===== src/rtl/reg_cmd_master.sv =====
// reg_cmd_master
// Upstream requester for the register-control slave. Write/read commands
// arrive on a valid/ready port, queue in a small FIFO and are driven onto
// the single-cycle register bus. A read holds the bus for one extra cycle
// (RD_WAIT) so the slave's read data can be captured. The result is then
// held on a valid/ready response port.
//
// Ports:
//   clk, rst                          clock, synchronous active-high reset
//   cmd_valid/cmd_ready               command handshake
//   cmd_wr, cmd_addr, cmd_wdata       command contents (1 = write)
//   addr, sel, wr, wdata              register bus outputs to the slave
//   ready, rdata                      slave ready and read data (one cycle late)
//   rsp_valid/rsp_ready               read response handshake
//   rsp_addr, rsp_rdata               address and data of the returned read

module reg_cmd_master #(
    parameter int ADDR_WIDTH = 8,
    parameter int DATA_WIDTH = 16,
    parameter int FIFO_DEPTH = 4
) (
    input  logic                  clk,
    input  logic                  rst,
    input  logic                  cmd_valid,
    output logic                  cmd_ready,
    input  logic                  cmd_wr,
    input  logic [ADDR_WIDTH-1:0] cmd_addr,
    input  logic [DATA_WIDTH-1:0] cmd_wdata,
    output logic [ADDR_WIDTH-1:0] addr,
    output logic                  sel,
    output logic                  wr,
    output logic [DATA_WIDTH-1:0] wdata,
    input  logic                  ready,
    input  logic [DATA_WIDTH-1:0] rdata,
    output logic                  rsp_valid,
    input  logic                  rsp_ready,
    output logic [ADDR_WIDTH-1:0] rsp_addr,
    output logic [DATA_WIDTH-1:0] rsp_rdata
);

    localparam int PTR_W = $clog2(FIFO_DEPTH);
    localparam int CNT_W = PTR_W + 1;

    typedef enum logic [1:0] {
        IDLE,
        BUS,
        RD_WAIT
    } state_t;

    state_t state;
    state_t next_state;

    logic                  fifo_wr    [FIFO_DEPTH];
    logic [ADDR_WIDTH-1:0] fifo_addr  [FIFO_DEPTH];
    logic [DATA_WIDTH-1:0] fifo_wdata [FIFO_DEPTH];

    logic [PTR_W-1:0]      wr_ptr;
    logic [PTR_W-1:0]      rd_ptr;
    logic [PTR_W-1:0]      nxt_ptr;
    logic [CNT_W-1:0]      count;
    logic                  full;
    logic                  empty;
    logic                  push;
    logic                  pop;

    logic [ADDR_WIDTH-1:0] rd_addr;

    logic                  rsp_hold;
    logic                  head_avail;
    logic                  head_is_wr;
    logic                  follow_avail;
    logic                  follow_is_wr;

    assign full      = (count == CNT_W'(FIFO_DEPTH));
    assign empty     = (count == '0);
    assign cmd_ready = !full;
    // A full FIFO refuses a push even when the head pops in the same cycle.
    assign push      = cmd_valid && !full;
    assign nxt_ptr   = rd_ptr + PTR_W'(1);

    // Look-ahead used to decide the state after this cycle. The entry that
    // will sit at the head next cycle may be one being pushed right now, so
    // the incoming command is considered when the FIFO would otherwise be
    // empty; this gives C+1 issue latency and one write per cycle.
    // rsp_hold is the response still being held next cycle, the only thing
    // that blocks a read from issuing.
    assign rsp_hold     = rsp_valid && !rsp_ready;
    assign head_avail   = !empty || push;
    assign head_is_wr   = empty ? cmd_wr : fifo_wr[rd_ptr];
    assign follow_avail = (count >= CNT_W'(2)) || push;
    assign follow_is_wr = (count >= CNT_W'(2)) ? fifo_wr[nxt_ptr] : cmd_wr;

    // Command storage; contents need no reset because the pointers and
    // occupancy define what is valid.
    always_ff @(posedge clk) begin
        if (push) begin
            fifo_wr[wr_ptr]    <= cmd_wr;
            fifo_addr[wr_ptr]  <= cmd_addr;
            fifo_wdata[wr_ptr] <= cmd_wdata;
        end
    end

    // State, FIFO pointers/occupancy, latched read address and the
    // response register.
    always_ff @(posedge clk) begin
        if (rst) begin
            state     <= IDLE;
            wr_ptr    <= '0;
            rd_ptr    <= '0;
            count     <= '0;
            rd_addr   <= '0;
            rsp_valid <= 1'b0;
            rsp_addr  <= '0;
            rsp_rdata <= '0;
        end else begin
            state <= next_state;
            if (push) begin
                wr_ptr <= wr_ptr + PTR_W'(1);
            end
            if (pop) begin
                rd_ptr <= nxt_ptr;
            end
            count <= count + CNT_W'(push) - CNT_W'(pop);
            if (state == BUS && ready && !fifo_wr[rd_ptr]) begin
                rd_addr <= fifo_addr[rd_ptr];
            end
            // A capture and a take never coincide: no read issues while a
            // response is held.
            if (state == RD_WAIT) begin
                rsp_valid <= 1'b1;
                rsp_addr  <= rd_addr;
                rsp_rdata <= rdata;
            end else if (rsp_valid && rsp_ready) begin
                rsp_valid <= 1'b0;
            end
        end
    end

    // Next-state and bus outputs. sel stays high through RD_WAIT because
    // the slave only drives ready while it is selected.
    always_comb begin
        next_state = state;
        sel        = 1'b0;
        wr         = 1'b0;
        addr       = '0;
        wdata      = '0;
        pop        = 1'b0;
        case (state)
            IDLE: begin
                if (head_avail && (head_is_wr || !rsp_hold)) begin
                    next_state = BUS;
                end
            end
            BUS: begin
                sel   = 1'b1;
                wr    = fifo_wr[rd_ptr];
                addr  = fifo_addr[rd_ptr];
                wdata = fifo_wdata[rd_ptr];
                if (ready) begin
                    pop = 1'b1;
                    if (fifo_wr[rd_ptr]) begin
                        if (follow_avail && (follow_is_wr || !rsp_hold)) begin
                            next_state = BUS;
                        end else begin
                            next_state = IDLE;
                        end
                    end else begin
                        next_state = RD_WAIT;
                    end
                end
            end
            RD_WAIT: begin
                sel  = 1'b1;
                addr = rd_addr;
                // The response becomes valid next cycle, so only a write
                // may follow immediately.
                if (head_avail && head_is_wr) begin
                    next_state = BUS;
                end else begin
                    next_state = IDLE;
                end
            end
            default: begin
                next_state = IDLE;
            end
        endcase
    end

endmodule


===== config.mk =====
export PLATFORM = sky130hd
export DESIGN_NAME = reg_cmd_master
export DESIGN_NICKNAME = d
export VERILOG_FILES = /design/src/rtl/reg_cmd_master.sv
export SDC_FILE = /design/constraint.sdc
export NUM_CORES = 1
export LEC_CHECK = 0
export CAP_MARGIN = 20
export CORE_MARGIN = 4
export CORE_UTILIZATION = 30
export DETAILED_ROUTE_END_ITERATION = 8
export SLEW_MARGIN = 20
export SYNTH_ARGS = -nofsm -noshare
export SYNTH_HDL_FRONTEND = slang
export SYNTH_SLANG_ARGS = --single-unit
export TNS_END_PERCENT = 1

===== constraint.sdc =====
create_clock -name clk -period 3.95 [get_ports clk]
set_clock_uncertainty 0.05 [all_clocks]
set_input_delay 0.79 -clock clk [delete_from_list [all_inputs] [get_ports clk]]
set_output_delay 0.79 -clock clk [all_outputs]
set_load 0.05 [all_outputs]

==> flow_summary.ini, run 1 <==
[status]
status = complete, no violations

[global_route]
top_usage_layer = met2
use_met3_pct = 5.20
track_usage_pct = 11.8
grt_overflow = 0
grt_pass1_wl_um = 19100
grtUsageMet2_pct = 18.8
antenna_found_initial = 1
grt_max_degree = 34
grtUsageMet1_pct = 14.3
grt_pass1_vias = 3505

[critical_path]
arrival_ns = 2.59
cp_max_fo = 18
rrSetupSlack_ns = 1.56
rr_worst_depth = 11
critPathLaunchType = flop
r2r-end = count[2]
cpPeakStageDelay_ns = 0.71
critPathKind = reg2out
critPathCaptureType = output pin
crit_buf_inv = 2
reg2reg_from = state[1]
cp.required_ns = 3.11
worst_path_max_delay_cell = clkdlybuf4s50_1
worstPathCellList = buf_12 -> mux4_2 -> and2_1 -> clkdlybuf4s50_1
crit_family = buffers and inverters

[pwr]
p_per_area_nw_per_um2 = 641
leakage_nw = 2.53
ir_drop_uv = 349
p_total_mw = 4.81

[clock_network]
cts_htree_levels = 4
clkTransAtPathRegs_ns = 0.06
cts_tree = yes
cts_buffers = 17
holdBufCountCts = 0
numClockSinks = 144
cts-root-buf = clkbuf_16
post-cts-setup-buffers = 0
clkLatencyLatePin_ns = 0.42
ctsLongestPathBuffers = 2
ctsResizeCount = 0

[synthesis]
synthArstFlopShare_pct = 0
ys.flop_type = edfxtp_1
synth_edf_count = 100
ys_types = 34
synth_common_cells = edfxtp_1, dfxtp_1, nor2_1, nand2_1
synth_top_area_cell = edfxtp_1
yosys-top-cells-area = edfxtp_1, dfxtp_1, mux4_2, mux2i_1, ha_1
synth_cells = 360
synth-seq-area-share_pct = 68.6
avgSynthCellArea_um2 = 15.7
syn_area_um2 = 5660
yosys_warnings = 0
ys_ff_latch = 144
synth.top_cell.area_share_pct = 53.1
synth_nets = 418
synth_most_common_cell = edfxtp_1

[detailed_routing]
vias_per_cell = 4.55
drt-total-wl_um = 11800
antenna_left = 0
drc = 0
via_count = 3238
drt_pass1_iterations = 4
wl_per_cell_um = 16.6
drt_iter0_drc = 155

[final_layout]
layout-drive-gt1-share_pct = 16.6
nFillCells = 1711
final_area_um2 = 7510
synthToLayoutAreaGrowth_pct = 32.8
nets = 528
post-route-util_pct = 41.1
stdcell_count = 712

[worst_hold_path]
min_to = rsp_addr[0]
holdPathStages = 2
min_path_type = reg2reg
min_from = rsp_addr[0]

[place]
port_buffers = 97
dpl.cell_count = 680
post-place-ws_ns = 0.926
gp_congestion = 0.701
dp_hpwl_um = 7870
place_area_um2 = 6920

[floorplanning]
fp.dieW_um = 145
floorplan.rows = 49
ioPinCount = 98
die_area_um2 = 21100
core_um2 = 18300
die_y_um = 145
initial_core_util_pct = 31.0

[sta]
grt_setup_unrepaired = false
fmax_ghz = 0.292
relSlewSlack_pct = 61.5
hold_viol = 0
period_share_pct = 86.8
whs_ns = 0.418
fin_ws_ns = 0.521
period_minus_slack_ns = 3.43
finalSetupViolCount = 0
final_max_slew_viol_count = 0
worst_pin_slew_ns = 0.574
setup_tns_ns = 0

[run]
maxCapViolCount = 0
[kinds of logic after synthesis]
| family | count (synthesis) | share of synthesized area [%] |
|---|---|---|
| flops | 144 | 68.6 |
| fa+ha+maj | 12 | 2.79 |
| buf+inv | 29 | 2.06 |
| xor+xnor | 4 | 0.619 |
| simple gates | 93 | 7.85 |
| mux | 53 | 15.1 |
| compound gates | 25 | 2.90 |
[registers in the layout (all words and copies together) (netlist names), 3 cells and up, named ones only]
register / count
count: 3
rd_addr: 8
rsp_rdata: 16
fifo_wdata: 64
rsp_addr: 8
fifo_addr: 32
fifo_wr: 4
[worst max-delay path by stage]
stage	start	endpoint	depth (start not counted)
floorplan	state[0]	addr[0]	6
global placement	flop	wdata[2]	4
detailed placement	flop	wdata[11]	4
CTS	flop	wdata[11]	4
global route	flop	wdata[9]	4
finish	flop	wdata[7]	4
[per-layer routing]
layer | vias to the layer above | share of wire, % | wire (um)
met5 | - | 0.14 | 16
met4 | 2 | 1.2 | 138
met3 | 14 | 6.7 | 792
met2 | 106 | 47 | 5570
met1 | 1573 | 45 | 5320
li1 | 1543 | - | -
[placed cells by master, fill, tap and decap left out, types with 17 or more instances in the layout]
| cell | n |
|---|---|
| edfxtp_1 | 100 |
| clkdlybuf4s50_1 | 88 |
| buf_4 | 19 |
| dfxtp_1 | 43 |
| nor2_1 | 32 |
| mux2i_1 | 26 |
| nand2_1 | 29 |
| and2_1 | 18 |
| clkbuf_16 | 17 |
| mux4_2 | 26 |
[worst reg2reg max path, delay by kind of cell (launching register included)]
family,cells,cell delay [ns]
xor gates and xnor gates,1,0.14
adders and majority gates,4,1.04
buffers and inverters,4,0.41
DFF,1,0.38
and+or+nand+nor,2,0.24
[power breakdown]
group	internal, mW	switching (mW)	leakage, nW	total [mW]
clock	0.994	0.607	0.278	1.60
combinational	0.539	0.806	0.978	1.34
sequential	1.79	0.0734	1.27	1.87
[area by class of cell]
class,instances,area [um2],area share [%]
Inverter,12,45.0,0.600
Clock inverter,12,160,2.13
Antenna cell,1,2.50,0.0333
Clock buffer,19,433,5.76
Timing Repair Buffer,108,1040,13.9
Multi-Input combinational cell,187,1660,22.1
Tap cell,229,287,3.81
Sequential cell,144,3880,51.7
Power figures use the tool's default switching activity.
==> inputs of run 2 (changes only) <==
--- a/config.mk
+++ b/config.mk
@@ -9,6 +9,7 @@
 export CORE_MARGIN = 4
 export CORE_UTILIZATION = 30
 export DETAILED_ROUTE_END_ITERATION = 8
+export GPL_TIMING_DRIVEN = 0
 export SLEW_MARGIN = 20
 export SYNTH_ARGS = -nofsm -noshare
 export SYNTH_HDL_FRONTEND = slang
==> flow_summary.ini, run 2 (same netlist as run 1, synthesis figures left out) <==
[sta]
relSlewSlack_pct = 52.3
grt_setup_unrepaired = false
final_max_slew_viol_count = 0
worst_pin_slew_ns = 0.715
setup_tns_ns = 0
period_minus_slack_ns = 3.75
finalSetupViolCount = 0
hold_viol = 0
period_share_pct = 95.0
fmax_ghz = 0.266

[floorplanning]
floorplan.rows = 49
core_um2 = 18300
ioPinCount = 98
die_area_um2 = 21100
die_y_um = 145
fp.dieW_um = 145
initial_core_util_pct = 31.0

[clock_network]
holdBufCountCts = 0
post-cts-setup-buffers = 0
cts_buffers = 17
clkLatencyLatePin_ns = 0.42
ctsLongestPathBuffers = 2
cts_htree_levels = 4
clkTransAtPathRegs_ns = 0.06
cts-root-buf = clkbuf_16
cts_tree = yes
numClockSinks = 144

[critical_path]
cp.depth = 7
crit_family = buffers and inverters
critPathLaunchType = flop
cp.required_ns = 3.11
crit_buf_inv = 4
rr_worst_depth = 11
worstPathCellList = inv_1 -> ha_1 -> clkbuf_1 -> clkbuf_2 -> nand2_1 -> a21boi_0 -> clkdlybuf4s50_1
rrSetupSlack_ns = 1.54
cpPeakStageDelay_ns = 0.87
critPathCaptureType = output pin
cp_max_fo = 10
worst_path_max_delay_cell = clkdlybuf4s50_1
critPathKind = reg2out
r2r-end = count[2]
reg2reg_from = state[1]
arrival_ns = 2.91

[detailed_routing]
drc = 0
vias_per_cell = 4.55
drt_pass1_iterations = 4
drt-total-wl_um = 11900
antenna_left = 0
drt_iter0_drc = 99
wl_per_cell_um = 16.5
via_count = 3264

[worst_hold_path]
min_path_type = reg2reg
min_from = rsp_addr[3]
holdPathStages = 2
min_to = rsp_addr[3]

[pwr]
p_total_mw = 4.77
p_per_area_nw_per_um2 = 635
leakage_nw = 2.60
ir_drop_uv = 328

[run]
maxCapViolCount = 0

[final_layout]
nets = 533
top_regs = fifo_wdata (64), fifo_addr (32), rsp_rdata (16)
layout-drive-gt1-share_pct = 13.7
final_common_cell = edfxtp_1
top_register = fifo_wdata
largest_reg_flops = 64
layout_common_cells = edfxtp_1, clkdlybuf4s50_1, dfxtp_1
synthToLayoutAreaGrowth_pct = 32.8

[global_route]
track_usage_pct = 11.5
antenna_found_initial = 0
grt_pass1_wl_um = 18800
grt_max_degree = 26
grt_overflow = 0
grt_pass1_vias = 3442

[place]
gp_congestion = 0.701
port_buffers = 96
dp_hpwl_um = 7980

[status]
status = complete, no violations
run 2: power by group:
| group | internal, mW | switching [mW] | leakage, nW | total (mW) |
|---|---|---|---|---|
| Combinational | 0.528 | 0.818 | 1.05 | 1.35 |
| Sequential | 1.79 | 0.0593 | 1.27 | 1.85 |
| Clock | 0.991 | 0.582 | 0.280 | 1.57 |
| Total | 3.31 | 1.46 | 2.60 | 4.77 |
run 2: tightest hold or removal path: stages (launching register included):
cell and delay [ns]:
dfxtp_1 0.30, nand2_1 0.06, a21oi_1 0.05
run 2: area by class of cell:
class	instances	area, um2
flip-flops and latches	144	3880
plain buffers	17	75.1
clock inverters	10	138
well taps	229	287
diodes	1	2.50
clock buffers	22	444
repair buffers	96	976
multi-input cells	187	1660
inverters	12	45.0
fillers	1672	10800
run 2: worst max-delay path by stage:
stage,from,end,slack [ns]
after floorplan,state[0],addr[0],0.71
after global placement,flop,addr[4],0.33
after detailed placement,flop,addr[4],0.33
after CTS,state[0],addr[5],0.07
after global routing,state[0],addr[0],0.005
final,state[0],addr[0],0.20
run 2: metrics by stage:
| stage | hold WS [ns] | cell area [um2] | std cells | utilization, % | setup WS, ns |
|---|---|---|---|---|---|
| floorplan | 0.408 | 5660 | 360 | - | 0.714 |
| global placement | 0.404 | 6910 | 685 | 37.8 | 0.326 |
| detailed placement | 0.407 | 6910 | 685 | 37.8 | 0.332 |
| CTS | 0.415 | 7490 | 717 | 41.0 | 0.0728 |
| global route | 0.445 | 7510 | 717 | 41.1 | 0.00496 |
| finish | 0.412 | 7510 | 718 | 41.1 | 0.197 |
run 2: what timing repair did:
item,in CTS,in global routing
gates resized for setup,2,7
pin swaps,0,0
endpoints found under the setup margin,8,6
run 2: routing by layer:
layer | GRT usage, % | wire length [um] | part of all wire (%)
met1 | 13.9 | 5240 | 44
met2 | 18.8 | 5780 | 49
met3 | 4.92 | 711 | 6.0
met4 | 3.47 | 130 | 1.1
met5 | 0 | 0 | 0
==> inputs of run 3 (changes only) <==
--- a/config.mk
+++ b/config.mk
@@ -10,7 +10,6 @@
 export CORE_UTILIZATION = 30
 export DETAILED_ROUTE_END_ITERATION = 8
 export GPL_TIMING_DRIVEN = 0
-export SLEW_MARGIN = 20
 export SYNTH_ARGS = -nofsm -noshare
 export SYNTH_HDL_FRONTEND = slang
 export SYNTH_SLANG_ARGS = --single-unit
==> flow_summary.ini, run 3 (same netlist as run 1, synthesis figures left out) <==
[status]
status = complete, no violations

[clock_network]
ctsLongestPathBuffers = 2
clkLatencyLatePin_ns = 0.41
numClockSinks = 144
cts_tree = yes
cts_htree_levels = 4
cts_buffers = 17
clkTransAtPathRegs_ns = 0.05
cts-root-buf = clkbuf_16

[final_layout]
nets = 537
post-route-util_pct = 41.5
nFillCells = 1647
largest_reg_flops = 64
layout_common_cells = edfxtp_1, clkdlybuf4s50_1, dfxtp_1
synthToLayoutAreaGrowth_pct = 34.0
diodes = 0
layout-drive-gt1-share_pct = 13.4
final_common_cell = edfxtp_1
top_regs = fifo_wdata (64), fifo_addr (32), rsp_rdata (16)
top_register = fifo_wdata

[global_route]
grt_max_degree = 17
grt_pass1_vias = 3508
grt_overflow = 0
track_usage_pct = 11.8
antenna_found_initial = 0
grt_pass1_wl_um = 19100

[detailed_routing]
route.top_layer_used = met4
route.met2.wl_um = 5770
vias_per_cell = 4.57
drc = 0
drt_iter0_drc = 130
wirelength_met1_um = 5060
via_count = 3296
drt-total-wl_um = 11800
drt_pass1_iterations = 4
wl_per_cell_um = 16.4
antenna_left = 0
wl_met3_um = 850

[pwr]
p_total_mw = 4.80
p_per_area_nw_per_um2 = 633
leakage_nw = 2.58
ir_drop_uv = 341

[sta]
grt_setup_unrepaired = false
period_minus_slack_ns = 3.72
final_max_slew_viol_count = 0
period_share_pct = 94.2
setup_tns_ns = 0
hold_viol = 0
finalSetupViolCount = 0
worst_pin_slew_ns = 0.858
fmax_ghz = 0.269
relSlewSlack_pct = 42.8

[critical_path]
cp.required_ns = 3.11
cp_max_fo = 10
arrival_ns = 2.88
critPathCaptureType = output pin
critPathLaunchType = flop
critPathKind = reg2out

[floorplanning]
die_y_um = 145
die_area_um2 = 21100
ioPinCount = 98
core_um2 = 18300
initial_core_util_pct = 31.0
floorplan.rows = 49
fp.dieW_um = 145

[place]
port_buffers = 96
dp_hpwl_um = 8510
gp_congestion = 0.701

[worst_hold_path]
min_path_type = reg2reg

[run]
maxCapViolCount = 0
[run 3: changes by cell type in the layout (fill, tap and decap cells not counted), sizes merged]
cell / previous run / this run
clkinv: 7 / 8
buf: 4 / 9
dlymetal6s2s: 6 / 3
clkdlybuf4s50: 90 / 93
clkinvlp: 1 / 2
diode: 1 / 0
clkbuf: 35 / 32
[run 3: repair_timing]
| action | CTS | global route |
|---|---|---|
| pin swaps | 0 | 0 |
| setup endpoints to repair | 6 | 3 |
| gates resized for setup | 3 | 3 |
| hold buffers | 0 | 0 |
| endpoints found under the hold margin | 0 | 0 |
| buffers inserted | 0 | 0 |
[run 3: area by class of cell]
cell class	instances	area, um2	share of cell area [%]
Buffer	17	75.1	0.990
Clock buffer	20	437	5.76
Clock inverter	12	143	1.88
Inverter	12	45.0	0.594
Multi-Input combinational cell	187	1660	21.9
Sequential cell	144	3880	51.2
Tap cell	229	287	3.78
Timing Repair Buffer	100	1050	13.9
[run 3: routing by layer]
layer  up-vias  track usage [%]
met5         -                0
met4         0             5.22
met3        13             4.27
met2       107             19.4
met1      1610             13.9
li1       1566                -
[run 3: metrics by stage]
| step | setup slack (ns) | hold WS, ns | instances | cell area (um2) |
|---|---|---|---|---|
| final | 0.228 | 0.413 | 721 | 7580 |
| after global routing | 0.0137 | 0.448 | 721 | 7580 |
| after CTS | 0.0923 | 0.420 | 721 | 7570 |
| after detailed placement | 0.326 | 0.411 | 689 | 6990 |
| after global placement | 0.326 | 0.404 | 685 | 6910 |
| after floorplan | 0.714 | 0.408 | 360 | 5660 |
[run 3: worst paths after layout]
| path | slack [ns] | depth (start not counted) | endpoint | start |
|---|---|---|---|---|
| max | 0.23 | 7 | addr[7] | state[0] |
| min | 0.41 | 2 | rsp_addr[3] | rsp_addr[3] |
| max reg2reg | 1.54 | 11 | count[2] | state[1] |
| min reg2reg | 0.41 | 2 | rsp_addr[3] | rsp_addr[3] |
[run 3: power by group]
part | internal, mW | switching (mW) | total, mW
combinational | 0.556 | 0.826 | 1.38
clock | 0.983 | 0.581 | 1.56
sequential | 1.79 | 0.0583 | 1.85
[run 3: critical path, stage by stage, from the launching register on]
cell	delay, ns
dfxtp_1	0.32
inv_1	0.10
ha_1	0.15
clkbuf_1	0.37
clkbuf_2	0.34
nand2_1	0.11
a21boi_0	0.23
clkdlybuf4s50_1	0.85
